[config.mk]
export PLATFORM = sky130hd
export DESIGN_NAME = mprj_enable_seq
export DESIGN_NICKNAME = d
export VERILOG_FILES = /design/src/rtl/mprj_enable_seq.sv
export SDC_FILE = /design/constraint.sdc
export NUM_CORES = 1
export LEC_CHECK = 0
export CORE_AREA = 2 2 366 368
export DETAILED_ROUTE_END_ITERATION = 7
export DIE_AREA = 0 0 368 370
export PLACE_DENSITY = 0.41
export REMOVE_ABC_BUFFERS = 1
export SETUP_SLACK_MARGIN = 0.1
export SYNTH_ARGS = -nofsm -noshare
export SYNTH_HDL_FRONTEND = slang
export SYNTH_SLANG_ARGS = --single-unit
[constraint.sdc]
create_clock -name wb_clk_i -period 4.69 [get_ports wb_clk_i]
set_input_delay 0.469 -clock wb_clk_i [delete_from_list [all_inputs] [get_ports wb_clk_i]]
set_output_delay 0.469 -clock wb_clk_i [all_outputs]
set_load 0.02 [all_outputs]
[src/rtl/mprj_enable_seq.sv]
// -----------------------------------------------------------------------------
// mprj_enable_seq
//
// Purpose
//   Staged power-up / power-down sequencer for the user-project enables.
//   The WIDTH enable lines are switched in groups of GROUP bits, one group
//   every STEP clock cycles, so the user area never sees all of its enables
//   toggle on a single edge. Every enable is additionally gated by its own
//   tie-high input, and any loss of a tie-high while the block is active drops
//   all enables at once and latches a fault.
//
// Ports
//   wb_clk_i   in   1      single clock, all state changes on its rising edge
//   wb_rstn_i  in   1      synchronous active-low reset
//   HI         in   WIDTH  tie-high vector, every bit expected to be 1
//   start      in   1      level request to ramp enables up (looked at in IDLE)
//   stop       in   1      level request to ramp enables down
//   fault_clr  in   1      fault-clear request (looked at in FAULT)
//   en_o       out  WIDTH  registered gated enables toward the user area
//   ready      out  1      all groups enabled (ON)
//   busy       out  1      sequencing in progress (CHECK, RAMP_UP, RAMP_DOWN)
//   fault      out  1      sticky fault flag (FAULT)
//   dbg_state  out  3      current FSM state encoding, for observation only
//
// Request semantics
//   There is no valid/ready handshake here: start, stop and fault_clr are
//   level requests sampled on every rising edge. A request is acted on only
//   in the states listed above; outside those states it is simply ignored and
//   nothing is queued. When start and stop are both high, stop wins. A tie-high
//   failure outranks any request.
//
// Output timing
//   en_o, ready and busy are registered from the current state and group
//   counter, so they trail the FSM by one edge. The fault path is the
//   exception: entering FAULT clears en_o and ready and sets fault on the same
//   edge the FSM moves, so enables drop as early as possible.
// -----------------------------------------------------------------------------
module mprj_enable_seq #(
  parameter int WIDTH = 463,
  parameter int GROUP = 32,
  parameter int STEP  = 16
) (
  input  logic             wb_clk_i,
  input  logic             wb_rstn_i,
  input  logic [WIDTH-1:0] HI,
  input  logic             start,
  input  logic             stop,
  input  logic             fault_clr,
  output logic [WIDTH-1:0] en_o,
  output logic             ready,
  output logic             busy,
  output logic             fault,
  output logic [2:0]       dbg_state
);

  // Number of groups; the last one may be partial.
  localparam int NG   = (WIDTH + GROUP - 1) / GROUP;
  localparam int GC_W = $clog2(NG + 1);
  localparam int SC_W = (STEP > 1) ? $clog2(STEP) : 1;

  localparam logic [GC_W-1:0] GC_ONE  = GC_W'(1);
  localparam logic [GC_W-1:0] GC_LAST = GC_W'(NG - 1);
  localparam logic [SC_W-1:0] SC_LAST = SC_W'(STEP - 1);

  typedef enum logic [2:0] {
    IDLE      = 3'd0,
    CHECK     = 3'd1,
    RAMP_UP   = 3'd2,
    ON        = 3'd3,
    RAMP_DOWN = 3'd4,
    FAULT     = 3'd5
  } state_t;

  state_t          state_q, state_d;
  logic [GC_W-1:0] gc_q, gc_d;   // number of groups currently enabled, 0..NG
  logic [SC_W-1:0] sc_q, sc_d;   // cycles spent on the current group, 0..STEP-1
  logic            hi_ok_q;      // all tie-highs present, one cycle behind HI
  logic [WIDTH-1:0] grp_en;      // per-bit "my group is below gc" mask

  // Saturating decrement keeps gc from wrapping below zero even if an
  // unexpected state/counter combination is ever reached.
  function automatic logic [GC_W-1:0] gc_dec(input logic [GC_W-1:0] v);
    return (v == '0) ? '0 : v - GC_ONE;
  endfunction

  // ---------------------------------------------------------------------------
  // Next-state and counter logic
  // ---------------------------------------------------------------------------
  always_comb begin
    state_d = state_q;
    gc_d    = gc_q;
    sc_d    = '0;    // sc only runs while ramping

    unique case (state_q)
      IDLE: begin
        gc_d = '0;
        if (start && !stop) state_d = CHECK;
      end

      CHECK: begin
        gc_d = '0;
        if (!hi_ok_q) begin
          state_d = FAULT;
        end else if (stop) begin
          state_d = IDLE;
        end else begin
          // First group goes on immediately; a single-group build is done.
          gc_d    = GC_ONE;
          state_d = (NG == 1) ? ON : RAMP_UP;
        end
      end

      RAMP_UP: begin
        if (!hi_ok_q) begin
          state_d = FAULT;
          gc_d    = '0;
        end else if (stop) begin
          // Abort: drop one group now and walk the rest down.
          gc_d    = gc_dec(gc_q);
          state_d = (gc_q <= GC_ONE) ? IDLE : RAMP_DOWN;
        end else if (sc_q == SC_LAST) begin
          if (gc_q >= GC_LAST) begin
            gc_d    = GC_W'(NG);
            state_d = ON;
          end else begin
            gc_d = gc_q + GC_ONE;
          end
        end else begin
          sc_d = sc_q + SC_W'(1);
        end
      end

      ON: begin
        if (!hi_ok_q) begin
          state_d = FAULT;
          gc_d    = '0;
        end else if (stop) begin
          gc_d    = gc_dec(gc_q);
          state_d = (gc_q <= GC_ONE) ? IDLE : RAMP_DOWN;
        end
      end

      RAMP_DOWN: begin
        if (!hi_ok_q) begin
          state_d = FAULT;
          gc_d    = '0;
        end else if (sc_q == SC_LAST) begin
          gc_d = gc_dec(gc_q);
          if (gc_q <= GC_ONE) state_d = IDLE;
        end else begin
          sc_d = sc_q + SC_W'(1);
        end
      end

      FAULT: begin
        gc_d = '0;
        // Clearing only succeeds once the tie-highs are back.
        if (fault_clr && hi_ok_q) state_d = IDLE;
      end

      default: begin
        state_d = IDLE;
        gc_d    = '0;
      end
    endcase
  end

  // ---------------------------------------------------------------------------
  // Group mask: bit b belongs to group b/GROUP and is enabled while that group
  // index is below gc. The last group naturally stops at WIDTH-1.
  // ---------------------------------------------------------------------------
  for (genvar b = 0; b < WIDTH; b++) begin : g_mask
    assign grp_en[b] = (gc_q > GC_W'(b / GROUP));
  end

  // ---------------------------------------------------------------------------
  // State and output registers
  // ---------------------------------------------------------------------------
  always_ff @(posedge wb_clk_i) begin
    if (!wb_rstn_i) begin
      state_q <= IDLE;
      gc_q    <= '0;
      sc_q    <= '0;
      hi_ok_q <= 1'b0;
      en_o    <= '0;
      ready   <= 1'b0;
      busy    <= 1'b0;
      fault   <= 1'b0;
    end else begin
      state_q <= state_d;
      gc_q    <= gc_d;
      sc_q    <= sc_d;
      hi_ok_q <= &HI;
      en_o    <= (state_d == FAULT) ? '0 : (HI & grp_en);
      // ready drops on the very edge that leaves ON.
      ready   <= (state_q == ON) && (state_d == ON);
      busy    <= (state_q == CHECK) || (state_q == RAMP_UP) ||
                 (state_q == RAMP_DOWN);
      fault   <= (state_d == FAULT);
    end
  end

  assign dbg_state = state_q;

endmodule

# Word-level counts from Yosys, hierarchy flattened
# Cells that the tools add are included.
# word_totals
out_inout_bits	469
regBits	478
word_cells	84
# op_classes
n_bitwise	2
muxes	32
addsub	3
n_reduce_logical	11
n_lt_le_gt_ge	17
eq_ne	11
# ops
cell	count
$and 463x463->463	1
$reduce_and 463->1	1
$mux 4	13
$mux 3	13
$gt 4x4->1 const B	7
$pmux 3 s6	1
$gt 4x3->1 const B	4
$pmux 4 s4	1
$eq 3x2->1 const B	3
$eq 3x3->1 const B	3
$add 4x1->4 const B	2
$gt 4x1->1 const B	2
$gt 4x2->1 const B	2
$pmux 4 s2	1
$ne 3x3->1 const B	2
$eq 4x4->1 const B	1
$ge 4x4->1 const B	1
$le 4x1->1 const B	1
$logic_not 4->1	1
$ne 4x4->1 const B	1
$sub 4x1->4 const B	1
$eq 3x1->1 const B	1
$logic_and 1x1->1	3
$logic_not 3->1	1
7 further kinds	9

# Longest topological paths before layout
# Gate-level depths: netlist (run 1).
# depth
word_depth	8
depth_mapped	10

# Worst setup path after synthesis (run 1)
# No wires, ideal clock.
# synth_timing
kind	flip-flop to flip-flop
from	reg gc_q[0]
to	reg en_o[116]
n_path_buf	3
setup_ps	113
synth_period_minus_slack_ps	2053
path_stages_with_launch	11
slack_ps	2637
arrival_ps	1939
path_cell_list	dfxtp_1 inv_1 ha_1 or2_2 nand3_1 o22ai_1 a21oi_2 buf_2 buf_4 buf_4 nor2_1
# synth_via
elab_chain_cells	8
elab_cells_between_ends	17
# synth_lines
element	line_no	text
start: declaration	75	logic [GC_W-1:0] gc_q, gc_d;
start signal: assignment	191	gc_q <= gc_d;
$ge 4x4->1	122	if (gc_q >= GC_LAST) begin
$mux 3	122	
$mux 3	121	end else if (sc_q == SC_LAST) begin
$mux 3	117	end else if (stop) begin
$mux 3	114	if (!hi_ok_q) begin
$pmux 3 s6	94	unique case (state_q)
$eq 3x3->1	194	en_o <= (state_d == FAULT) ? '0 : (HI & grp_en);
$reduce_or 2->1 (no line)	--	
end signal: assignment	194	
end: declaration	49	output logic [WIDTH-1:0] en_o,
# Parallel ways exist; a longest one is shown, timed or not.
# A chain may end at the register's enable or synchronous reset.

# Worst setup path in the final report (run 1)
# layout_timing
from	reg gc_q[0]
to	reg en_o[256]
# Same word-level chain as after synthesis.

==> results of run 1 <==
==> critical path: stages, from the launching register on <==
cell and delay, ns:
dfxtp_1 0.48, inv_1 0.17, ha_1 0.35, or2_2 0.34
nand3_1 0.14, o22ai_1 0.17, a21oi_4 0.52, buf_12 0.30
buf_4 0.33, nor3_1 0.10
==> Yosys cell counts (2+ instances only) <==
cell and count:
nor2_1 441, a211oi_1 2, o22ai_1 3, xor2_1 2
ha_1 5, a21o_1 2, buf_4 8, nand2_1 11
o2bb2ai_1 3, buf_2 44, nand3_1 345, nor2b_1 5
inv_1 8, nor4_1 31, dfxtp_1 478, o211ai_1 4
nand2b_1 5, clkbuf_1 127, nand4_1 246, a21oi_1 8
nor3_1 43, and3_1 3, o21ai_0 5, a31oi_1 2
or2_2 2, o21bai_1 3
==> worst max path at each step <==
stage,start,end,slack (ns),depth (start not counted)
floorplan,gc_q[3]$_SDFFE_PN0P_,en_o[0]$_SDFF_PP0_,-8.28,4
global placement,HI[211],hi_ok_q$_SDFF_PN0_,1.0,6
detailed placement,HI[156],hi_ok_q$_SDFF_PN0_,1.23,6
CTS,gc_q[0]$_SDFFE_PN0P_,en_o[256]$_SDFF_PP0_,1.43,9
global route,gc_q[1]$_SDFFE_PN0P_,en_o[281]$_SDFF_PP0_,1.30,9
finish,gc_q[0]$_SDFFE_PN0P_,en_o[256]$_SDFF_PP0_,1.61,9
==> cell usage in the layout (no fill, tap or decap), drive strengths merged, types with 11 or more instances in the layout <==
| master | count |
|---|---|
| nand4 | 246 |
| nand3 | 345 |
| nand2 | 11 |
| nor4 | 31 |
| clkbuf | 85 |
| nor2 | 441 |
| nor3 | 43 |
| clkdlybuf4s50 | 935 |
| dfxtp | 478 |
| buf | 41 |
==> state kept, by name (all words and copies together), names as in the netlist <==
name and cells:
busy 1, dbg_state 3, en_o 463, fault 1, gc_q 4, hi_ok_q 1
ready 1, sc_q 4
==> routing by layer <==
metal | global-route usage | part of all wire | up-vias
met4 | 0.0296 | 0.016 | 4
met5 | 0 | 0.00031 | -
met2 | 0.245 | 0.49 | 731
met1 | 0.177 | 0.42 | 8504
met3 | 0.0400 | 0.074 | 87
li1 | - | - | 8236
==> power groups by stage <==
stage	registers, uW	logic, uW	clock network (uW)
after global placement	4170	1040	0
after detailed placement	4170	1030	0
after floorplan	4170	186	0
after CTS	4080	1030	4960
final	4080	1020	4800
after global routing	4080	1080	5120
==> logic make-up (layout without fill, tap and decap cells) <==
| logic type | count (synthesis) | after routing | share of synthesized area |
|---|---|---|---|
| adder cells (fa/ha/maj) | 5 | 5 | 0.00384 |
| AND/OR/NAND/NOR | 1142 | 1142 | 0.341 |
| multiplexers | 1 | 1 | 0.000615 |
| flip-flops | 478 | 478 | 0.588 |
| XOR/XNOR | 3 | 3 | 0.00161 |
| other | 0 | 3 | 0 |
| buffers and inverters | 187 | 1089 | 0.0483 |
| AO/OA/AOI/OAI | 40 | 40 | 0.0168 |
==> area by class of cell <==
| type | count | share of cell area |
|---|---|---|
| diodes | 3 | 0.000254 |
| clock buffers | 85 | 0.0601 |
| clock inverters | 20 | 0.00774 |
| inverters | 8 | 0.00101 |
| multi-input cells | 1191 | 0.202 |
| flip-flops and latches | 478 | 0.324 |
| well taps | 1768 | 0.0748 |
| repair buffers | 976 | 0.330 |
==> per-stage QoR <==
step / setup slack [ns] / total power (uW) / utilization
5_1_grt: 1.30 / 10300 / 0.223
2_1_floorplan: -8.28 / 4350 / -
3_5_place_dp: 1.23 / 5190 / 0.208
6_report: 1.61 / 9890 / 0.223
3_3_place_gp: 0.998 / 5200 / 0.208
4_1_cts: 1.43 / 10100 / 0.223
==> impl_metrics.yaml, run 1 <==
layout:
  multi_input_area_um2: 5990
  fin_nets: 3187
  drive_gt1_frac: 0.0547
  final_cells: 4529
  final_cell_area_um2: 29600
  syn_to_final_growth_pct: 81.7
  register_area_um2: 9570
  fillers: 14475
logic_synthesis:
  syn_inst: 1856
  synth_cell_types: 46
  synth_ff_type: "dfxtp_1"
  synth_top_area_cell: "dfxtp_1"
  ys_top_cells_by_area: "dfxtp_1 (59%), nand3_1 (11%), nor2_1 (10%)"
  synth_seq_cells: 478
  synth_edf_count: 0
  synthArstFlopShare: 0
  synth_warnings: 0
  yosysSeqAreaShare: 0.588
  syn_area_um2: 16300
  synth_top_area_frac: 0.588
  avgSynthCellArea_um2: 8.77
worst_hold_path:
  hp-start: "wb_rstn_i"
  hold_end: "en_o[255]$_SDFF_PP0_"
  hold_depth: 3
  hold_class: "input pin to flop"
power:
  pwr-share-comb: 0.103
  switching_share: 0.258
  switching_power_uw: 2550
  pwr-share-seq: 0.412
  p_int_uw: 7340
  vdd_drop_max_uv: 257
  power_density_nw_per_um2: 334
  clkPwrFrac: 0.485
  leakagePower_uw: 0.0104
worst_setup_path:
  worstSetupPathType: "flop to flop"
  cp_max_fo: 51
  critPathLaunchType: "flop"
  r2r-end: "en_o[256]$_SDFF_PP0_"
  critPathArrivalTime_ns: 3.58
  rrSetupSlack_ns: 1.61
  reg2reg_from: "gc_q[0]$_SDFFE_PN0P_"
  reg2reg_depth: 9
  required_ns: 5.19
  endpoint_kind: "flop"
global_routing:
  grt_pass1_vias: 17697
  overflow: 0
  globalRouteTotalUtil: 0.142
  antenna_found_initial: 6
  grt_max_degree: 171
  grt_pass1_wl_um: 140000
clock_tree:
  cts.sinks: 478
  cts_tree: "done"
  cts_max_level: 2
  cts.path.max_buffers: 3
  cts_buffers: 59
  postCtsHoldBufs: 0
  clk_latency_ns: 0.65
  post-cts-setup-buffer-count: 0
  clkSlewWorstSetupHoldPaths_ns: 0.06
  cts_root_buf: "clkbuf_16"
  cts_resized: 0
die:
  dieArea_um2: 136000
  die_w_um: 368
  io_pins: 937
  rows: 134
  core_area_um2: 132000
  die_y_um: 370
  initial_core_util: 0.123
timing:
  max_slew.worst_pin.slew_ns: 1.05
  setup_viol_count_final: 0
  holdWs_ns: 0.338
  tns_ns: 0
  rsz0062_at_grt: "false"
  drv_slew: 0
  hold_violations: 0
  relSlewSlack: 0.301
  fmaxAchievable_mhz: 324
  fin_crit_sh: 0.657
  finClkSkew_ns: 0.0220
  fin_crit_ns: 3.08
job:
  cap_violations: 0
run_status:
  outcome: "completed"
routing:
  num_vias: 17562
  firstDrtPassIters: 5
  drtIter0Drc: 1197
  ant_nets: 0
  viasPerCell: 3.88
  drc_errors: 0
  wl_per_cell_um: 22.6
  routed_wl_um: 102000
placement:
  io_buffer_count: 936
  dp_hpwl_um: 79200
  place_congestion: 0.854
  dp.cells: 4421
  placed_cell_area_um2: 27600
No activity file was read; power rests on OpenSTA's default activity.
==> run 2: changes to the inputs <==
==> constraint.sdc (replaced) <==
create_clock -name wb_clk_i -period 3.05 [get_ports wb_clk_i]
set_input_delay 0.305 -clock wb_clk_i [delete_from_list [all_inputs] [get_ports wb_clk_i]]
set_output_delay 0.305 -clock wb_clk_i [all_outputs]
set_load 0.02 [all_outputs]
==> impl_metrics.yaml, run 2 (synthesis results as in run 1) <==
worst_hold_path:
  hold_class: "input pin to flop"
  hold_depth: 3
timing:
  relSlewSlack: 0.334
  fin_crit_ns: 2.63
  tns_ns: 0
  max_slew.worst_pin.slew_ns: 0.991
  fin_crit_sh: 0.864
  rsz0062_at_grt: "false"
  finClkSkew_ns: 0.0321
  fmaxAchievable_mhz: 380
  setup_viol_count_final: 0
  hold_violations: 0
  drv_slew: 0
routing:
  ant_nets: 0
  routed_wl_um: 103000
  num_vias: 17851
  firstDrtPassIters: 5
  viasPerCell: 3.89
  drtIter0Drc: 1090
  wl_per_cell_um: 22.4
  drc_errors: 0
job:
  cap_violations: 0
clock_tree:
  cts_max_level: 2
  cts_root_buf: "clkbuf_16"
  clk_latency_ns: 0.66
  cts.sinks: 478
  clkSlewWorstSetupHoldPaths_ns: 0.06
  post-cts-setup-buffer-count: 0
  cts.path.max_buffers: 3
  cts_buffers: 60
  cts_tree: "done"
global_routing:
  overflow: 0
  grt_pass1_vias: 17897
  grt_max_degree: 132
  globalRouteTotalUtil: 0.143
  antenna_found_initial: 7
  grt_pass1_wl_um: 141000
die:
  core_area_um2: 132000
  io_pins: 937
  die_y_um: 370
  rows: 134
  dieArea_um2: 136000
  die_w_um: 368
  initial_core_util: 0.123
layout:
  final_common_cell: "clkdlybuf4s50_1"
  syn_to_final_growth_pct: 85.0
  fin_nets: 3244
  reg_top3: "en_o (463), gc_q (4), sc_q (4)"
  drive_gt1_frac: 0.0748
  fillers: 14540
  final_cell_area_um2: 30100
  utilization: 0.227
  regMostFlops: "en_o"
  layout_common_cells: "clkdlybuf4s50_1 (935), dfxtp_1 (477), nor2_1 (440)"
  largest_reg_flops: 463
worst_setup_path:
  worstSetupPathType: "flop to output port"
  cp_max_fo: 18
  cpPeakStageDelay_ns: 0.95
  cp_slowest_cell: "clkdlybuf4s50_1"
  required_ns: 2.74
  reg2reg_depth: 11
  critPathTopFamily: "buffers and inverters"
  cp_cell_sequence: "clkdlybuf4s50_1"
  rrSetupSlack_ns: 0.58
  crit_cells: 1
  path_buf_inv: 1
  critPathLaunchType: "flop"
  endpoint_kind: "output port"
  critPathArrivalTime_ns: 2.33
placement:
  placed_cell_area_um2: 28100
  place_congestion: 0.844
  dp_hpwl_um: 81900
  io_buffer_count: 936
run_status:
  outcome: "completed"
power:
  power_density_nw_per_um2: 512
  vdd_drop_max_uv: 357
  leakagePower_uw: 0.0108
==> run 2: cell count changes in the layout (fill, tap and decap cells not counted), moves of 2 or more <==
| cell | before | now |
|---|---|---|
| buf_12 | 8 | 14 |
| buf_4 | 32 | 81 |
| clkinv_2 | 6 | 16 |
| clkinvlp_4 | 7 | 1 |
| inv_6 | 1 | 3 |
==> run 2: metal layers <==
layer,routed length [um],up-vias,GRT usage
li1,-,8350,-
met1,42800,8677,0.176
met2,49600,741,0.244
met3,8600,79,0.0455
met4,1630,4,0.0293
met5,21,-,0
==> run 2: cell type report <==
| cell class | count | area [um^2] | share of cell area |
|---|---|---|---|
| diodes | 3 | 7.51 | 0.000249 |
| clock buffers | 86 | 1770 | 0.0588 |
| clock inverters | 26 | 273 | 0.00906 |
| inverters | 8 | 30.0 | 0.000997 |
| multi-input cells | 1191 | 5980 | 0.199 |
| flip-flops and latches | 478 | 9570 | 0.318 |
| well taps | 1768 | 2210 | 0.0734 |
| repair buffers | 1032 | 10300 | 0.341 |
==> run 2: final timing paths <==
check | end | start
worst max-delay path | dbg_state[0] | dbg_state[0]$_SDFF_PN0_
worst min-delay path | en_o[160]$_SDFF_PP0_ | HI[160]
worst max register to register | en_o[352]$_SDFF_PP0_ | gc_q[1]$_SDFFE_PN0P_
worst min register to register | sc_q[0]$_SDFF_PN0_ | sc_q[0]$_SDFF_PN0_
==> run 2: repair_timing <==
item	in CTS	in global routing
hold buffers	1	0
endpoints found under the hold margin	2	0
resized for setup	0	0
==> run 2: report_power, final <==
| part | leakage [uW] | switching, uW | internal, uW | total (uW) |
|---|---|---|---|---|
| sequential | 0.00385 | 15.0 | 6250 | 6260 |
| combinational | 0.00589 | 908 | 779 | 1690 |
| clock | 0.00102 | 3020 | 4430 | 7460 |
==> run 2: per-stage QoR <==
step / worst slack, ns / std cells / total power (uW) / hold WS [ns]
2_1_floorplan: -9.92 / 1677 / 6700 / 0.423
3_3_place_gp: -0.337 / 4476 / 8100 / 0.445
3_5_place_dp: -0.355 / 4476 / 8090 / 0.449
4_1_cts: 0.334 / 4589 / 15700 / 0.148
5_1_grt: 0.210 / 4590 / 16000 / 0.177
6_report: 0.415 / 4592 / 15400 / 0.214
